File: src/rtl/pe_axi_pkg.sv
// Shared AXI widths, response codes and arbiter state encoding
// for the PE AXI read arbiter slice.
package pe_axi_pkg;

  localparam int ADDR_W = 32;
  localparam int DATA_W = 32;
  localparam int LEN_W  = 8;
  localparam int RESP_W = 2;

  typedef enum logic [RESP_W-1:0] {
    OKAY   = 2'b00,
    EXOKAY = 2'b01,
    SLVERR = 2'b10,
    DECERR = 2'b11
  } resp_e;

  typedef enum logic {
    ARB_IDLE = 1'b0,
    ARB_HOLD = 1'b1
  } arb_state_e;

endpackage

File: src/rtl/pe_ord_fifo.sv
// Order FIFO recording which requester owns each outstanding burst.
// Push is refused when full and pop when empty.
module pe_ord_fifo #(
  parameter int DEPTH = 8,
  parameter int WIDTH = 1
) (
  input  logic                     clk,
  input  logic                     rst_n,
  input  logic                     i_push,
  input  logic [WIDTH-1:0]         i_din,
  input  logic                     i_pop,
  output logic [WIDTH-1:0]         o_dout,
  output logic                     o_full,
  output logic                     o_empty,
  output logic [$clog2(DEPTH):0]   o_count
);

  localparam int AW = $clog2(DEPTH);

  logic [WIDTH-1:0] r_mem [DEPTH];
  logic [AW-1:0]    r_wptr;
  logic [AW-1:0]    r_rptr;
  logic [AW:0]      r_cnt;
  logic             w_push;
  logic             w_pop;

  assign o_full  = (r_cnt == (AW+1)'(DEPTH));
  assign o_empty = (r_cnt == '0);
  assign o_count = r_cnt;
  assign o_dout  = r_mem[r_rptr];

  assign w_push = i_push & ~o_full;
  assign w_pop  = i_pop & ~o_empty;

  // Pointers wrap naturally since DEPTH is a power of two.
  always_ff @(posedge clk or negedge rst_n) begin
    if (!rst_n) begin
      r_wptr <= '0;
      r_rptr <= '0;
      r_cnt  <= '0;
      for (int i = 0; i < DEPTH; i++) r_mem[i] <= '0;
    end else begin
      if (w_push) begin
        r_mem[r_wptr] <= i_din;
        r_wptr        <= r_wptr + 1'b1;
      end
      if (w_pop) r_rptr <= r_rptr + 1'b1;
      unique case ({w_push, w_pop})
        2'b10:   r_cnt <= r_cnt + 1'b1;
        2'b01:   r_cnt <= r_cnt - 1'b1;
        default: r_cnt <= r_cnt;
      endcase
    end
  end

endmodule

File: src/rtl/pe_axi_rd_arbiter.sv
// Two-requester round-robin AR arbiter with in-order R routing
// onto a single PE AXI4 master read port.
module pe_axi_rd_arbiter
  import pe_axi_pkg::*;
#(
  parameter int ORDER_DEPTH = 8,
  parameter int NREQ        = 2
) (
  input  logic                        clk,
  input  logic                        rst_n,
  input  logic [NREQ*ADDR_W-1:0]      u_araddr,
  input  logic [NREQ*LEN_W-1:0]       u_arlen,
  input  logic [NREQ-1:0]             u_arvalid,
  output logic [NREQ-1:0]             u_arready,
  output logic [DATA_W-1:0]           u_rdata,
  output logic [RESP_W-1:0]           u_rresp,
  output logic                        u_rlast,
  output logic [NREQ-1:0]             u_rvalid,
  input  logic [NREQ-1:0]             u_rready,
  output logic [ADDR_W-1:0]           m_araddr,
  output logic [LEN_W-1:0]            m_arlen,
  output logic                        m_arvalid,
  input  logic                        m_arready,
  input  logic [DATA_W-1:0]           m_rdata,
  input  logic [RESP_W-1:0]           m_rresp,
  input  logic                        m_rlast,
  input  logic                        m_rvalid,
  output logic                        m_rready,
  output logic [$clog2(ORDER_DEPTH):0] outstanding,
  output logic                        rd_err
);

  arb_state_e r_state;
  logic       r_prio;
  logic       r_grant;
  logic       r_rd_err;
  logic       w_grant;
  logic       w_ar_hs;
  logic       w_pop;
  logic       w_head;
  logic       w_full;
  logic       w_empty;

  // Grant is frozen while an AR waits on m_arready.
  always_comb begin
    w_grant = r_prio;
    if (r_state == ARB_HOLD)
      w_grant = r_grant;
    else if (!u_arvalid[r_prio] && u_arvalid[~r_prio])
      w_grant = ~r_prio;
  end

  assign m_arvalid = u_arvalid[w_grant] & ~w_full;
  assign m_araddr  = w_grant ? u_araddr[ADDR_W +: ADDR_W]
                             : u_araddr[0 +: ADDR_W];
  assign m_arlen   = w_grant ? u_arlen[LEN_W +: LEN_W]
                             : u_arlen[0 +: LEN_W];
  assign w_ar_hs   = m_arvalid & m_arready;

  always_comb begin
    u_arready          = '0;
    u_arready[w_grant] = m_arready & ~w_full;
  end

  always_ff @(posedge clk or negedge rst_n) begin
    if (!rst_n) begin
      r_state <= ARB_IDLE;
      r_prio  <= 1'b0;
      r_grant <= 1'b0;
    end else begin
      unique case (r_state)
        ARB_IDLE: begin
          if (m_arvalid && !m_arready) begin
            r_state <= ARB_HOLD;
            r_grant <= w_grant;
          end
        end
        ARB_HOLD: begin
          if (w_ar_hs) r_state <= ARB_IDLE;
        end
        default: r_state <= ARB_IDLE;
      endcase
      if (w_ar_hs) r_prio <= ~w_grant;
    end
  end

  pe_ord_fifo #(
    .DEPTH (ORDER_DEPTH),
    .WIDTH (1)
  ) u_ord (
    .clk     (clk),
    .rst_n   (rst_n),
    .i_push  (w_ar_hs),
    .i_din   (w_grant),
    .i_pop   (w_pop),
    .o_dout  (w_head),
    .o_full  (w_full),
    .o_empty (w_empty),
    .o_count (outstanding)
  );

  assign m_rready = u_rready[w_head] & ~w_empty;
  assign w_pop    = m_rvalid & m_rready & m_rlast;
  assign u_rdata  = m_rdata;
  assign u_rresp  = m_rresp;
  assign u_rlast  = m_rlast;

  always_comb begin
    u_rvalid         = '0;
    u_rvalid[w_head] = m_rvalid & ~w_empty;
  end

  // A beat with no owner is dropped and flagged until reset.
  always_ff @(posedge clk or negedge rst_n) begin
    if (!rst_n)
      r_rd_err <= 1'b0;
    else if (m_rvalid && w_empty)
      r_rd_err <= 1'b1;
  end

  assign rd_err = r_rd_err;

endmodule

File: config.mk
export PLATFORM = sky130hd
export DESIGN_NAME = pe_axi_rd_arbiter
export DESIGN_NICKNAME = d
export VERILOG_FILES = /design/src/rtl/pe_axi_pkg.sv /design/src/rtl/pe_ord_fifo.sv /design/src/rtl/pe_axi_rd_arbiter.sv
export SDC_FILE = /design/constraint.sdc
export NUM_CORES = 1
export LEC_CHECK = 0
export BUFFER_PORTS_ARGS = -buffer_cell sky130_fd_sc_hd__clkbuf_2
export CAP_MARGIN = 10
export CORE_MARGIN = 2
export CORE_UTILIZATION = 32
export CTS_CLUSTER_SIZE = 8
export DETAILED_ROUTE_END_ITERATION = 7
export HOLD_SLACK_MARGIN = 0.12
export PLACE_DENSITY = 0.78
export SKIP_CTS_REPAIR_TIMING = 1
export SLEW_MARGIN = 30
export SYNTH_ARGS = -nofsm -noshare
export SYNTH_HDL_FRONTEND = slang
export SYNTH_SLANG_ARGS = --single-unit
File: constraint.sdc
create_clock -name clk -period 2.9 [get_ports clk]
set_input_delay 0.145 -clock clk [delete_from_list [all_inputs] [get_ports clk]]
set_output_delay 0.145 -clock clk [all_outputs]
set_load 0.02 [all_outputs]
=== Word level (Yosys, flattened, before mapping) ===
Index checks and enable logic that the tools add are counted.

* Bits in registers: 22
* Input bits: 123
* Word-level logic and storage cells: 86

* $add $sub $neg: 4
* $lt $le $gt $ge: 9
* Equal/unequal tests: 3
* Muxes and demuxes: 26
* Bitwise logic cells: 18
* Reduce and logical (&&, ||, !) cells: 11

{| class="wikitable"
|+ Operator list
! operator !! number
|-
| 32-bit 2-to-1 mux || 1
|-
| 1-bit 2-to-1 mux || 17
|-
| 1-bit AND || 9
|-
| 8-bit bitwise mux || 1
|-
| 4-bit greater-or-equal comparator, second input constant || 2
|-
| 1-bit by 2-bit < comparator with 1-bit output, second input constant || 4
|-
| 8-bit 2-to-1 mux || 1
|-
| 3-bit NOT with 4-bit output || 2
|-
| 4-bit case mux with 2 select lines || 1
|-
| 3-bit by 1-bit adder with 3-bit output, second input constant || 2
|-
| 1-bit logical AND || 6
|-
| 1-bit NOT || 5
|-
| 4-bit by 1-bit adder with 4-bit output, second input constant || 1
|-
| 2-bit AND || 2
|-
| 4-bit == test, second input constant || 1
|-
| 4-bit logical NOT || 1
|-
| 4-bit by 1-bit < comparator with 1-bit output, second input constant || 1
|-
| 4-bit by 1-bit subtractor with 4-bit output, second input constant || 1
|-
| 1-bit binary-select mux with 3-bit select || 1
|-
| 1-bit demux with 3-bit select || 1
|-
| 1-bit demux with 1-bit select || 2
|-
| 2-bit by 1-bit == test with 1-bit output, second input constant || 1
|-
| 2-bit == test, second input constant || 1
|-
| 1-bit greater-or-equal comparator, second input constant || 2
|-
| 4 further kinds || 5
|}

=== Longest topological paths before layout ===
Gate-level depths: netlist of run 1.

* Depth after elaboration: 13
* Depth in mapped cells: 12
* Gate-level depth less buffers: 12

=== Hierarchy ===
Synthesis of run 1 repeated with hierarchy kept, for this count alone.

* Cells, all modules: 195
* Area total of the unflattened synthesis: 2253.4 um^2

{| class="wikitable"
|+ By module, submodules not included
! module !! instances !! cells an instance !! area an instance (um^2) !! seq. area each (um^2)
|-
| pe_axi_rd_arbiter || 1 || 108 || 1186.1 || 100.1
|-
| pe_ord_fifo || 1 || 87 || 1067.3 || 450.4
|}

=== Worst setup path before layout of run 1 ===
No wires, ideal clock.

* Path type: reg2reg
* From: register u_ord.r_rptr[0]
* To: register u_ord.r_cnt[3] (netlist: u_ord.o_count[3])
* Library setup time: 0.122 ns
* Arrival: 2.743 ns
* Data required time: 2.778 ns
* Path slack: 0.034 ns
* Cell stages (with the launch flop): 13
* Path buffers: 0
* Period minus slack after synthesis: 2.866 ns
* Cells stage by stage: dfrtp_1 mux4_1 mux2_4 mux2i_2 nand4b_4 inv_2 ha_1 ha_1 a21o_1 a21oi_1 xnor2_1 nor2_1 xnor2_1

* Cells in the longest elaborated chain, start to end: 12
* Elaborated cells on any way between the ends: 14

{| class="wikitable"
|+ RTL lines
! what !! RTL line !! source
|-
| start, declared || pe_ord_fifo.sv:22 || <nowiki>logic [AW-1:0] r_rptr;</nowiki>
|-
| start signal, assigned || pe_ord_fifo.sv:47 || <nowiki>if (w_pop) r_rptr <= r_rptr + 1'b1;</nowiki>
|-
| 3-bit NOT with 4-bit output (implied by the code) (*) || pe_ord_fifo.sv:30 || <nowiki>assign o_dout = r_mem[r_rptr];</nowiki>
|-
| 1-bit binary-select mux with 3-bit select (*) || pe_ord_fifo.sv:30 ||
|-
| 1-bit 2-to-1 mux (implied by the code) (*) (2 in series) || pe_ord_fifo.sv:30 ||
|-
| 1-bit 2-to-1 mux (implied by the code) (*) (2 in series) || pe_axi_rd_arbiter.sv:102 || <nowiki>assign m_rready = u_rready[w_head] & ~w_empty;</nowiki>
|-
| 1-bit AND (*) || pe_axi_rd_arbiter.sv:102 ||
|-
| 1-bit AND (*) (2 in series) || pe_axi_rd_arbiter.sv:103 || <nowiki>assign w_pop = m_rvalid & m_rready & m_rlast;</nowiki>
|-
| 1-bit AND (*) || pe_ord_fifo.sv:33 || <nowiki>assign w_pop = i_pop & ~o_empty;</nowiki>
|-
| named net u_ord.w_pop || pe_ord_fifo.sv:25 || <nowiki>logic w_pop;</nowiki>
|-
| 2-bit by 1-bit == test with 1-bit output / 2-bit == test (equally long branches) || pe_ord_fifo.sv:48 || <nowiki>unique case ({w_push, w_pop})</nowiki>
|-
| 4-bit case mux with 2 select lines / 2-bit nonzero test (equally long branches) || -- ||
|-
| end signal, assigned || pe_ord_fifo.sv:49 || <nowiki>2'b10: r_cnt <= r_cnt + 1'b1;</nowiki>
|-
| end signal, assigned || pe_ord_fifo.sv:50 || <nowiki>2'b01: r_cnt <= r_cnt - 1'b1;</nowiki>
|-
| end signal, assigned || pe_ord_fifo.sv:51 || <nowiki>default: r_cnt <= r_cnt;</nowiki>
|-
| end, declared || pe_ord_fifo.sv:23 || <nowiki>logic [AW:0] r_cnt;</nowiki>
|}

Mark *: on every way through the listed nets, which the timed path passes. The rest lies on a longest branch. The select of a mux whose other input is x is not followed.
A chain may end at the register's enable or synchronous reset.

=== Worst setup path in the final report of run 1 ===
Ends and elaborated chain as after synthesis.

==> metrics.log, run 1 <==
[metrics] Worst slew margin: 0.594
[metrics] pre-CTS WS: -0.0287 ns
[metrics] element type at the critical path end: flip-flop
[metrics] largest net degree at the start of global routing: 38
[metrics] num ports: 209
[metrics] antenna violations before repair: 0
[metrics] fraction of layout instances using a drive strength above 1: 0.715
[metrics] Final Max Slew Viols: 0
[metrics] total number of yosys warnings: 0
[metrics] DRT antenna net count: 0
[metrics] number of design-rule violations left by the first detailed-router iteration: 45
[metrics] count of filler cells inserted in the layout: 573
[metrics] WS Path Type: flip-flop to flip-flop
[metrics] post-detailed-route via-to-cell ratio: 4.68
[metrics] run status: completed
[metrics] unrepaired setup endpoints after global routing: no
[metrics] worst path arrival time: 2.93 ns
[metrics] leakage power figure: 1.35 nW
[metrics] number of distinct standard cells referenced by the synthesized netlist: 30
[metrics] vias after detailed routing: 1746
[metrics] peak clock frequency supported by timing: 360 MHz
[metrics] vias in the first global route: 1701
[metrics] diode count: 0
[metrics] total half-perimeter wirelength after legalization and detailed placement: 4620 µm
[metrics] number of buffers added by the clock tree synthesis step: 3
[metrics] Synth Area per Inst: 10.3 µm²
[metrics] routability congestion estimate from global placement: 0.755
[metrics] clock net sink count: 22
[metrics] utilization after layout: 0.440
[metrics] crit start category: flip-flop
[metrics] count of standard-cell rows: 28
[metrics] Tightest Hold Check Type: input port to flip-flop
[metrics] number of optimization iterations in the first detailed-route pass: 4
[metrics] total routing usage reported by global routing: 0.153
[metrics] CTS tree: done
[metrics] endpoint required time on the critical path: 3.04 ns
[metrics] Post-Synthesis Cells: 188
[metrics] # placed instances: 368
[metrics] Synth Cell Area: 0.00194 mm²
[metrics] PnR Total Power: 0.00283 W
[metrics] final setup fails: 0
[metrics] share of flip-flops with an asynchronous set or reset: 1.00
[metrics] Reg clk slew, reported paths: 0.08 ns
[metrics] Initial Utilization: 0.330
[metrics] Port Buffers: 140
[metrics] dominant register cell in the synthesized netlist: dfrtp_1
[metrics] ratio of total power to cell area: 1090 mW/mm²
[metrics] Final min period: 2.78 ns
[metrics] number of max-cap violations: 0
[metrics] Synthesized Nets: 317
[metrics] average wire per standard cell: 14.5 µm
[metrics] post-route fraction of the period consumed by the critical path: 0.959
[metrics] Hold Fails Final Rpt: 0
[metrics] wire length of the first global-routing pass: 8000 µm
[metrics] highest ir drop seen on vdd: 0.000510 V
[metrics] CTS HTree Levels: 1
[metrics] number of remaining DRC errors: 0
[metrics] die area: 0.00672 mm²
[metrics] EDFF count, synth: 0
[metrics] maximum fanout count along the critical path: 3
[metrics] sequential share of the synthesized area: 0.283
[metrics] layout overhead on the synthesized area: 33.1%
[metrics] total core area: 0.00589 mm²
[metrics] #FFs+latches synth: 22
[metrics] count of non-filler cells in the finished layout: 373
[metrics] die boundary height: 82.0 µm
[metrics] GRT overflow: 0
[metrics] number of nets in the layout: 428
[metrics] clk_lat worst skew: 0.25 ns
[metrics] width of the chip: 82.0 µm
[metrics] total length of routed wires: 5430 µm
[metrics] Max clock buf depth: 2
[metrics] clock root buffer: clkbuf_8
[metrics] Worst Hold Slack: 0.188 ns
[metrics] Max Clock Skew: 0.00116 ns
[metrics] final setup slack of the worst path: 0.119 ns
[metrics] Worst-Margin Slew: 0.603 ns
state kept, by name (all words and copies together) (netlist names), named ones only:
| register | flops |
|---|---|
| rd_err | 1 |
| r_grant | 1 |
| u_ord.r_mem | 8 |
| u_ord.r_rptr | 3 |
| u_ord.o_count | 4 |
| r_prio | 1 |
| u_ord.r_wptr | 3 |
cell type report:
cell class              instances  area [µm²]  share of cell area
clock buffers                   4        55.1              0.0213
inverters                       6        22.5             0.00870
multi-input cells             119        1100               0.424
flip-flops and latches         22         551               0.213
well taps                      75        93.8              0.0362
repair buffers                147         768               0.297
routing by layer:
metal / up-vias / wire length, µm / GRT usage
li1: 839 / - / -
met1: 815 / 2030 / 0.165
met2: 90 / 2920 / 0.302
met3: 2 / 464 / 0.0396
met4: 0 / 7 / 0.0200
met5: - / 0 / 0
power breakdown:
group | leakage, nW | switching [W] | internal (W)
logic | 1.06 | 0.00105 | 0.000933
clock network | 0.0288 | 0.0000959 | 0.000121
registers | 0.263 | 0.000164 | 0.000461
total | 1.35 | 0.00131 | 0.00151
path summary, 6_finish.rpt:
kind / start / endpoint / slack [ns] / cells past startpoint
max: u_ord.r_rptr[0] / u_ord.o_count[3] / 0.12 / 12
min: m_rvalid / rd_err / 0.19 / 2
max reg2reg: u_ord.r_rptr[0] / u_ord.o_count[3] / 0.12 / 12
min reg2reg: rd_err / rd_err / 0.47 / 1
max in group asynchronous: rst_n / u_ord.r_rptr[2] / 2.12 / 2
min in group asynchronous: rst_n / u_ord.o_count[1] / 0.41 / 2
worst max-delay path: stages (launching register included):
cell and delay, ns:
dfrtp_1 0.42, mux4_2 0.52, mux2_4 0.30, mux2i_2 0.20, nand4b_4 0.17, inv_2 0.04
ha_2 0.21, ha_4 0.21, a21o_1 0.16, a21oi_2 0.13, xnor2_1 0.12, nor2_1 0.07
xnor2_1 0.13
Yosys cell counts (all sizes together), types with 3 or more instances:
| master | n | area (µm²) |
|---|---|---|
| buf | 35 | 263 |
| clkbuf | 6 | 22.5 |
| dfrtp | 22 | 551 |
| ha | 5 | 62.6 |
| inv | 6 | 22.5 |
| mux2 | 52 | 593 |
| nand2 | 11 | 41.3 |
| nand3 | 5 | 25.0 |
| nor2 | 10 | 37.5 |
| nor2b | 3 | 18.8 |
| nor3 | 3 | 20.0 |
| o21ai | 4 | 20.0 |
| xnor2 | 5 | 43.8 |
| xor2 | 3 | 26.3 |
through the flow:
stage / TNS, ns / area [µm²]
final: 0 / 2590
after global routing: 0 / 2590
after CTS: -0.0372 / 2570
after detailed placement: -0.0287 / 2510
after global placement: 0 / 2510
after floorplan: 0 / 1940
cell families after synthesis:
logic type	share of synthesized area
AOI/OAI and AO/OA	0.0354
xor gates and xnor gates	0.0360
adders and majority gates	0.0425
buffers and inverters	0.158
DFF	0.283
muxes	0.339
and+or+nand+nor	0.106
layout by cell type (no fill, tap or decap), types with 2 or more instances in the layout:
master | netlist | layout
clkbuf_2 | 0 | 140
mux2_2 | 50 | 50
dfrtp_1 | 22 | 22
nand2_1 | 11 | 11
nor2_1 | 10 | 10
inv_1 | 5 | 5
xnor2_1 | 5 | 5
nand3_1 | 5 | 5
buf_4 | 35 | 5
o21ai_0 | 4 | 4
clkbuf_8 | 0 | 4
nor2b_1 | 3 | 3
xor2_1 | 3 | 3
ha_1 | 5 | 3
mux4_2 | 0 | 2
mux2_4 | 2 | 2
nor3_1 | 2 | 2
nand2b_1 | 2 | 2
nor4_1 | 2 | 2
a21o_1 | 2 | 2
(Power assumes the default switching activity.)
==> run 2: changes to the inputs <==
CORE_UTILIZATION = 34   (was 32)
SYNTH_HIERARCHICAL = 1   (was unset)
==> run 2 against run 1 <==
Effect of this change: the flow now finishes with violations (setup timing); final area up 16%; worst setup slack worse by 0.31 ns; clock skew about the same; critical endpoint is now u_ord/o_count[3]; total power up 13%; worst hold slack worse by 0.040 ns.
==> metrics.log, run 2 <==
[metrics] number of remaining DRC errors: 0 (unchanged)
[metrics] clock net sink count: 22 (unchanged)
[metrics] #FFs+latches synth: 22 (unchanged)
[metrics] Synth Cell Area: 0.00225 mm² (+16%)
[metrics] total number of yosys warnings: 6 (+6)
[metrics] area used by sequential logic in the layout: 551 µm² (unchanged)
[metrics] Initial Utilization: 0.353 (+0.0225)
[metrics] number of flip-flops in the largest register: 8 (unchanged)
[metrics] highest-count cells in the layout ignoring fill and taps: clkbuf_2, mux2_4, dfrtp_1, buf_4, nand2_1
[metrics] largest net degree at the start of global routing: 36 (-5.3%)
[metrics] vias in the first global route: 1801 (+5.9%)
[metrics] cell taking the most area after synthesis: dfrtp_1
[metrics] CTS tree: done
[metrics] Post-Synthesis Cells: 195 (+3.7%)
[metrics] vias after detailed routing: 1904 (+9.0%)
[metrics] peak clock frequency supported by timing: 323 MHz (-10%)
[metrics] DRT antenna net count: 0 (unchanged)
[metrics] number of max-cap violations: 0 (unchanged)
[metrics] leakage power figure: 1.59 nW (+18%)
[metrics] die area: 0.00729 mm² (+8.6%)
[metrics] pre-CTS WS: -0.241 ns (-0.213 ns)
[metrics] antenna violations before repair: 0 (unchanged)
[metrics] average wire per standard cell: 19.8 µm (+36%)
[metrics] Port Buffers: 140 (unchanged)
[metrics] run status: complete, but fails checks
[metrics] main area contributors after synthesis: dfrtp_1, mux2_4, buf_4
[metrics] fraction of layout instances using a drive strength above 1: 0.719 (+0.00448)
[metrics] most numerous cell types in the synthesized netlist: buf_4, mux2_4, dfrtp_1
[metrics] count of filler cells inserted in the layout: 576 (+0.52%)
[metrics] failing checks: setup timing
[metrics] area used by multi-input combinational logic: 0.00141 mm² (+28%)
[metrics] number of nets in the layout: 448 (+4.7%)
[metrics] post-route fraction of the period consumed by the critical path: 1.07 (+0.107)
[metrics] crit start category: flip-flop
[metrics] number of distinct standard cells referenced by the synthesized netlist: 40 (+33%)
[metrics] wire length of the first global-routing pass: 10600 µm (+32%)
[metrics] total half-perimeter wirelength after legalization and detailed placement: 6880 µm (+49%)
[metrics] Tightest Hold Check Type: input port to flip-flop
[metrics] Hold Fails Final Rpt: 0 (unchanged)
[metrics] diode count: 0 (unchanged)
[metrics] WS Path Type: flip-flop to flip-flop
[metrics] endpoint required time on the critical path: 3.08 ns (+0.04 ns)
[metrics] maximum fanout count along the critical path: 3 (unchanged)
[metrics] number of optimization iterations in the first detailed-route pass: 4 (unchanged)
[metrics] width of the chip: 85.4 µm (+4.2%)
[metrics] highest ir drop seen on vdd: 0.00119 V (+130%)
[metrics] count of standard-cell rows: 29 (+3.6%)
[metrics] Reg clk slew, reported paths: 0.08 ns (about the same)
[metrics] num ports: 209 (unchanged)
[metrics] final setup fails: 3 (+3)
[metrics] routability congestion estimate from global placement: 0.801 (+6.1%)
[metrics] die boundary height: 85.4 µm (+4.2%)
[metrics] Max Clock Skew: 0.00147 ns (+0.000309 ns)
[metrics] CTS HTree Levels: 1 (unchanged)
[metrics] layout overhead on the synthesized area: 33.1% (about the same)
[metrics] EDFF count, synth: 0 (unchanged)
[metrics] number of design-rule violations left by the first detailed-router iteration: 25 (-44%)
[metrics] total routing usage reported by global routing: 0.197 (+0.0434)
[metrics] leading cell type in the layout, fill and taps excluded: clkbuf_2
[metrics] post-detailed-route via-to-cell ratio: 4.83 (+3.2%)
[metrics] Synthesized Nets: 324 (+2.2%)
[metrics] number of buffers added by the clock tree synthesis step: 3 (unchanged)
[metrics] clk_lat worst skew: 0.26 ns (about the same)
[metrics] total length of routed wires: 7790 µm (+43%)
[metrics] Worst-Margin Slew: 0.579 ns (-0.0245 ns)
[metrics] Max clock buf depth: 2 (unchanged)
[metrics] most flop-heavy register: u_ord/r_mem
[metrics] Worst slew margin: 0.614 (+0.0200)
[metrics] worst path arrival time: 3.28 ns (+0.35 ns)
[metrics] Final min period: 3.09 ns (+0.311 ns)
[metrics] PnR Total Power: 0.00319 W (+13%)
[metrics] final setup slack of the worst path: -0.192 ns (-0.311 ns)
[metrics] share of flip-flops with an asynchronous set or reset: 1.00 (unchanged)
[metrics] sequential share of the synthesized area: 0.244 (-0.0388)
[metrics] element type at the critical path end: flip-flop
[metrics] Synth Area per Inst: 11.6 µm² (+12%)
[metrics] ratio of total power to cell area: 1060 mW/mm² (-2.7%)
[metrics] clock root buffer: clkbuf_8
[metrics] unrepaired setup endpoints after global routing: yes
[metrics] area fraction of the dominant cell type after synthesis: 0.244 (-0.0453)
[metrics] GRT overflow: 0 (unchanged)
[metrics] Final Max Slew Viols: 0 (unchanged)
[metrics] dominant register cell in the synthesized netlist: dfrtp_1
[metrics] total core area: 0.00639 mm² (+8.5%)
## run 2: critical path, stage by stage, from the launching register on
cell and delay [ns]:
dfrtp_1 0.42, mux4_2 0.52, mux2_4 0.29, mux2i_2 0.20, nor2_2 0.06, and3_4 0.18
o41ai_4 0.05, inv_2 0.09, ha_4 0.19, buf_6 0.12, ha_4 0.25, a21oi_4 0.17
mux2_4 0.31, o211ai_1 0.15
## run 2: layout make-up
cell class              count  area share
multi-input cells         122       0.469
repair buffers            162       0.292
flip-flops and latches     22       0.184
well taps                  77      0.0321
clock buffers               3      0.0138
inverters                   8      0.0100
## run 2: path summary, 6_finish.rpt
kind / start / end / slack, ns / cells after the start
max: u_ord/r_rptr[0] / u_ord/o_count[3] / -0.19 / 13
min: m_rvalid / rd_err / 0.15 / 2
max reg2reg: u_ord/r_rptr[0] / u_ord/o_count[3] / -0.19 / 13
min reg2reg: rd_err / rd_err / 0.46 / 1
max in group asynchronous: rst_n / u_ord/r_mem[3] / 2.12 / 2
min in group asynchronous: rst_n / u_ord/r_rptr[2] / 0.41 / 2
## run 2: layer usage
layer  up-vias  track usage  wire [µm]  share of wire
met5         -       0.0210          0              0
met4         0        0.118        462          0.059
met1       899        0.185       2340           0.30
li1        905            -          -              -
met3        19       0.0516        637          0.082
met2        81        0.372       4340           0.56
## run 2: kinds of logic after synthesis
family	share of synthesized area
AND/OR/NAND/NOR	0.120
adder cells (fa/ha/maj)	0.0366
multiplexers	0.351
AO/OA/AOI/OAI	0.0500
buffers and inverters	0.174
XOR/XNOR	0.0233
flip-flops	0.244
## run 2: power by group
part | internal [W] | switching, W | leakage, nW
Clock | 0.0000928 | 0.0000975 | 0.0216
Sequential | 0.000457 | 0.000151 | 0.265
Combinational | 0.00118 | 0.00121 | 1.30
Total | 0.00173 | 0.00146 | 1.59
## run 2: metrics by stage
| step | hold slack (ns) | instance area, µm² | TNS [ns] | utilization | cells |
|---|---|---|---|---|---|
| after floorplan | -0.151 | 2290 | -0.341 | - | 195 |
| after global placement | 0.159 | 2870 | -0.120 | 0.449 | 388 |
| after detailed placement | 0.164 | 2870 | -0.311 | 0.449 | 388 |
| after CTS | -0.122 | 2910 | -0.420 | 0.455 | 391 |
| after global routing | 0.155 | 3000 | -0.640 | 0.470 | 394 |
| final | 0.147 | 3000 | -0.326 | 0.470 | 394 |
==> run 3: changes to the inputs <==
CORE_UTILIZATION = 35   (was 34)
CTS_BUF_LIST = sky130_fd_sc_hd__clkbuf_8   (was unset)
PLACE_DENSITY = unset   (was 0.78)
PLACE_DENSITY_LB_ADDON = 0.3   (was unset)
==> run 3 against run 2 <==
Effect of this change: the flow still finishes with violations (setup timing); sequential cell count unchanged; non-clock buffer count increased by 3; critical path depth decreased by 1; clock skew about the same; total power increased by 2.1%; highest routed layer unchanged; worst hold slack got worse by 0.021 ns.
==> metrics.log, run 3 (synthesized netlist as in run 2, its figures left out) <==
[metrics] peak clock frequency supported by timing: 327 MHz (+1.1%)
[metrics] vias after detailed routing: 1851 (-2.8%)
[metrics] total negative setup slack: -0.316 ns (+0.0104 ns)
[metrics] DRT antenna net count: 0 (unchanged)
[metrics] Max clock buf depth: 2 (unchanged)
[metrics] # placed instances: 388 (unchanged)
[metrics] largest net degree at the start of global routing: 30 (-17%)
[metrics] number of flip-flops in the largest register: 8 (unchanged)
[metrics] WS Path Type: flip-flop to flip-flop
[metrics] die area: 0.00710 mm² (-2.7%)
[metrics] diode count: 0 (unchanged)
[metrics] CTS tree: done
[metrics] vias in the first global route: 1694 (-5.9%)
[metrics] unrepaired setup endpoints after global routing: yes
[metrics] crit start category: flip-flop
[metrics] number of nets in the layout: 451 (+0.67%)
[metrics] Reg clk slew, reported paths: 0.08 ns (about the same)
[metrics] number of optimization iterations in the first detailed-route pass: 4 (unchanged)
[metrics] Port Buffers: 140 (unchanged)
[metrics] Max Clock Skew: 0.00101 ns (-0.000462 ns)
[metrics] Worst-Margin Slew: 0.562 ns (-0.0167 ns)
[metrics] total core area: 0.00628 mm² (-1.7%)
[metrics] wire length of the first global-routing pass: 9270 µm (-12%)
[metrics] run status: complete, but fails checks
[metrics] fraction of layout instances using a drive strength above 1: 0.720 (about the same)
[metrics] clock root buffer: clkbuf_8
[metrics] GRT overflow: 0 (unchanged)
[metrics] total routing usage reported by global routing: 0.166 (-0.0302)
[metrics] Tightest Hold Check Type: input port to flip-flop
[metrics] maximum fanout count along the critical path: 4 (+1)
[metrics] number of design-rule violations left by the first detailed-router iteration: 30 (+20%)
[metrics] element type at the critical path end: flip-flop
[metrics] final setup slack of the worst path: -0.159 ns (+0.0337 ns)
[metrics] highest ir drop seen on vdd: 0.000610 V (-49%)
[metrics] highest-count cells in the layout ignoring fill and taps: clkbuf_2, mux2_4, dfrtp_1, buf_4, nand2_1
[metrics] final setup fails: 3 (unchanged)
[metrics] clock net sink count: 22 (unchanged)
[metrics] most flop-heavy register: u_ord/r_mem
[metrics] die boundary height: 84.2 µm (-1.4%)
[metrics] Final min period: 3.06 ns (-0.0337 ns)
[metrics] ratio of total power to cell area: 1070 mW/mm² (+0.79%)
[metrics] endpoint required time on the critical path: 3.04 ns (-0.04 ns)
[metrics] area used by multi-input combinational logic: 0.00139 mm² (-0.98%)
[metrics] count of standard-cell rows: 29 (unchanged)
[metrics] leading cell type in the layout, fill and taps excluded: clkbuf_2
[metrics] count of non-filler cells in the finished layout: 398 (+1.0%)
[metrics] area used by sequential logic in the layout: 551 µm² (unchanged)
[metrics] leakage power figure: 1.62 nW (+1.8%)
[metrics] worst path arrival time: 3.20 ns (-0.08 ns)
[metrics] number of remaining DRC errors: 0 (unchanged)
[metrics] post-route fraction of the period consumed by the critical path: 1.05 (-0.0116)
[metrics] total half-perimeter wirelength after legalization and detailed placement: 5500 µm (-20%)
[metrics] width of the chip: 84.2 µm (-1.4%)
[metrics] number of max-cap violations: 0 (unchanged)
[metrics] CTS HTree Levels: 1 (unchanged)
[metrics] layout overhead on the synthesized area: 34.8%
[metrics] failing checks: setup timing
[metrics] number of buffers added by the clock tree synthesis step: 3 (unchanged)
[metrics] clk_lat worst skew: 0.26 ns (about the same)
[metrics] Hold Fails Final Rpt: 0 (unchanged)
[metrics] routability congestion estimate from global placement: 0.738 (-8.0%)
[metrics] count of filler cells inserted in the layout: 593 (+3.0%)
[metrics] Worst slew margin: 0.625 (+0.0111)
[metrics] post-detailed-route via-to-cell ratio: 4.65 (-3.8%)
[metrics] num ports: 209 (unchanged)
[metrics] antenna violations before repair: 1 (+1)
[metrics] Final Max Slew Viols: 0 (unchanged)
[metrics] average wire per standard cell: 16.2 µm (-18%)
[metrics] Initial Utilization: 0.359 (+0.00612)
[metrics] total length of routed wires: 6450 µm (-17%)
[run 3: cell types whose count changed in the layout (fill, tap and decap cells not counted), sizes merged]
cell	change
bufinv	+1
buf	+3
[run 3: per-layer routing]
| metal | vias to the layer above | wire, µm | GRT usage |
|---|---|---|---|
| met1 | 844 | 2180 | 0.169 |
| met3 | 10 | 1170 | 0.128 |
| met2 | 85 | 3010 | 0.266 |
| li1 | 912 | - | - |
| met4 | 0 | 83 | 0.0484 |
| met5 | - | 0 | 0 |
[run 3: path summary, 6_finish.rpt]
path,from,end,slack (ns),cells past startpoint
worst min-delay path,m_rvalid,rd_err,0.13,2
worst min register to register,rd_err,rd_err,0.46,1
max in group asynchronous,rst_n,u_ord/r_wptr[0],2.13,2
worst max-delay path,u_ord/r_rptr[0],u_ord/o_count[3],-0.16,12
worst max register to register,u_ord/r_rptr[0],u_ord/o_count[3],-0.16,12
min in group asynchronous,rst_n,u_ord/o_count[1],0.40,2
[run 3: worst max-delay path, cell delays in order (launching register included)]
cell and delay, ns:
dfrtp_1 0.41, mux4_2 0.51, mux2_4 0.30, mux2i_2 0.15, nor2_2 0.10, and3_4 0.20
o41ai_4 0.07, inv_1 0.11, ha_4 0.18, ha_4 0.21, or4b_4 0.50, o311ai_4 0.08
o211ai_1 0.13
[run 3: through the flow]
| stage | utilization | setup WS (ns) | hold WS, ns | instance area (µm²) | total power (W) |
|---|---|---|---|---|---|
| 6_report | 0.484 | -0.159 | 0.126 | 3040 | 0.00325 |
| 5_1_grt | 0.484 | -0.269 | 0.127 | 3040 | 0.00347 |
| 4_1_cts | 0.468 | -0.217 | -0.122 | 2940 | 0.00318 |
| 3_5_place_dp | 0.456 | -0.194 | 0.174 | 2870 | 0.00289 |
| 3_3_place_gp | 0.456 | -0.145 | 0.162 | 2870 | 0.00285 |
| 2_1_floorplan | - | -0.314 | -0.151 | 2290 | 0.00242 |
[run 3: cell type report]
class	instances	share of cell area
clock buffers	3	0.0136
clock inverters	1	0.00988
inverters	8	0.00988
multi-input cells	122	0.458
flip-flops and latches	22	0.181
well taps	77	0.0317
repair buffers	165	0.296
[run 3: power by group]
group          internal (W)  switching (W)
Sequential         0.000457       0.000143
Clock              0.000184       0.000104
Combinational       0.00118        0.00118
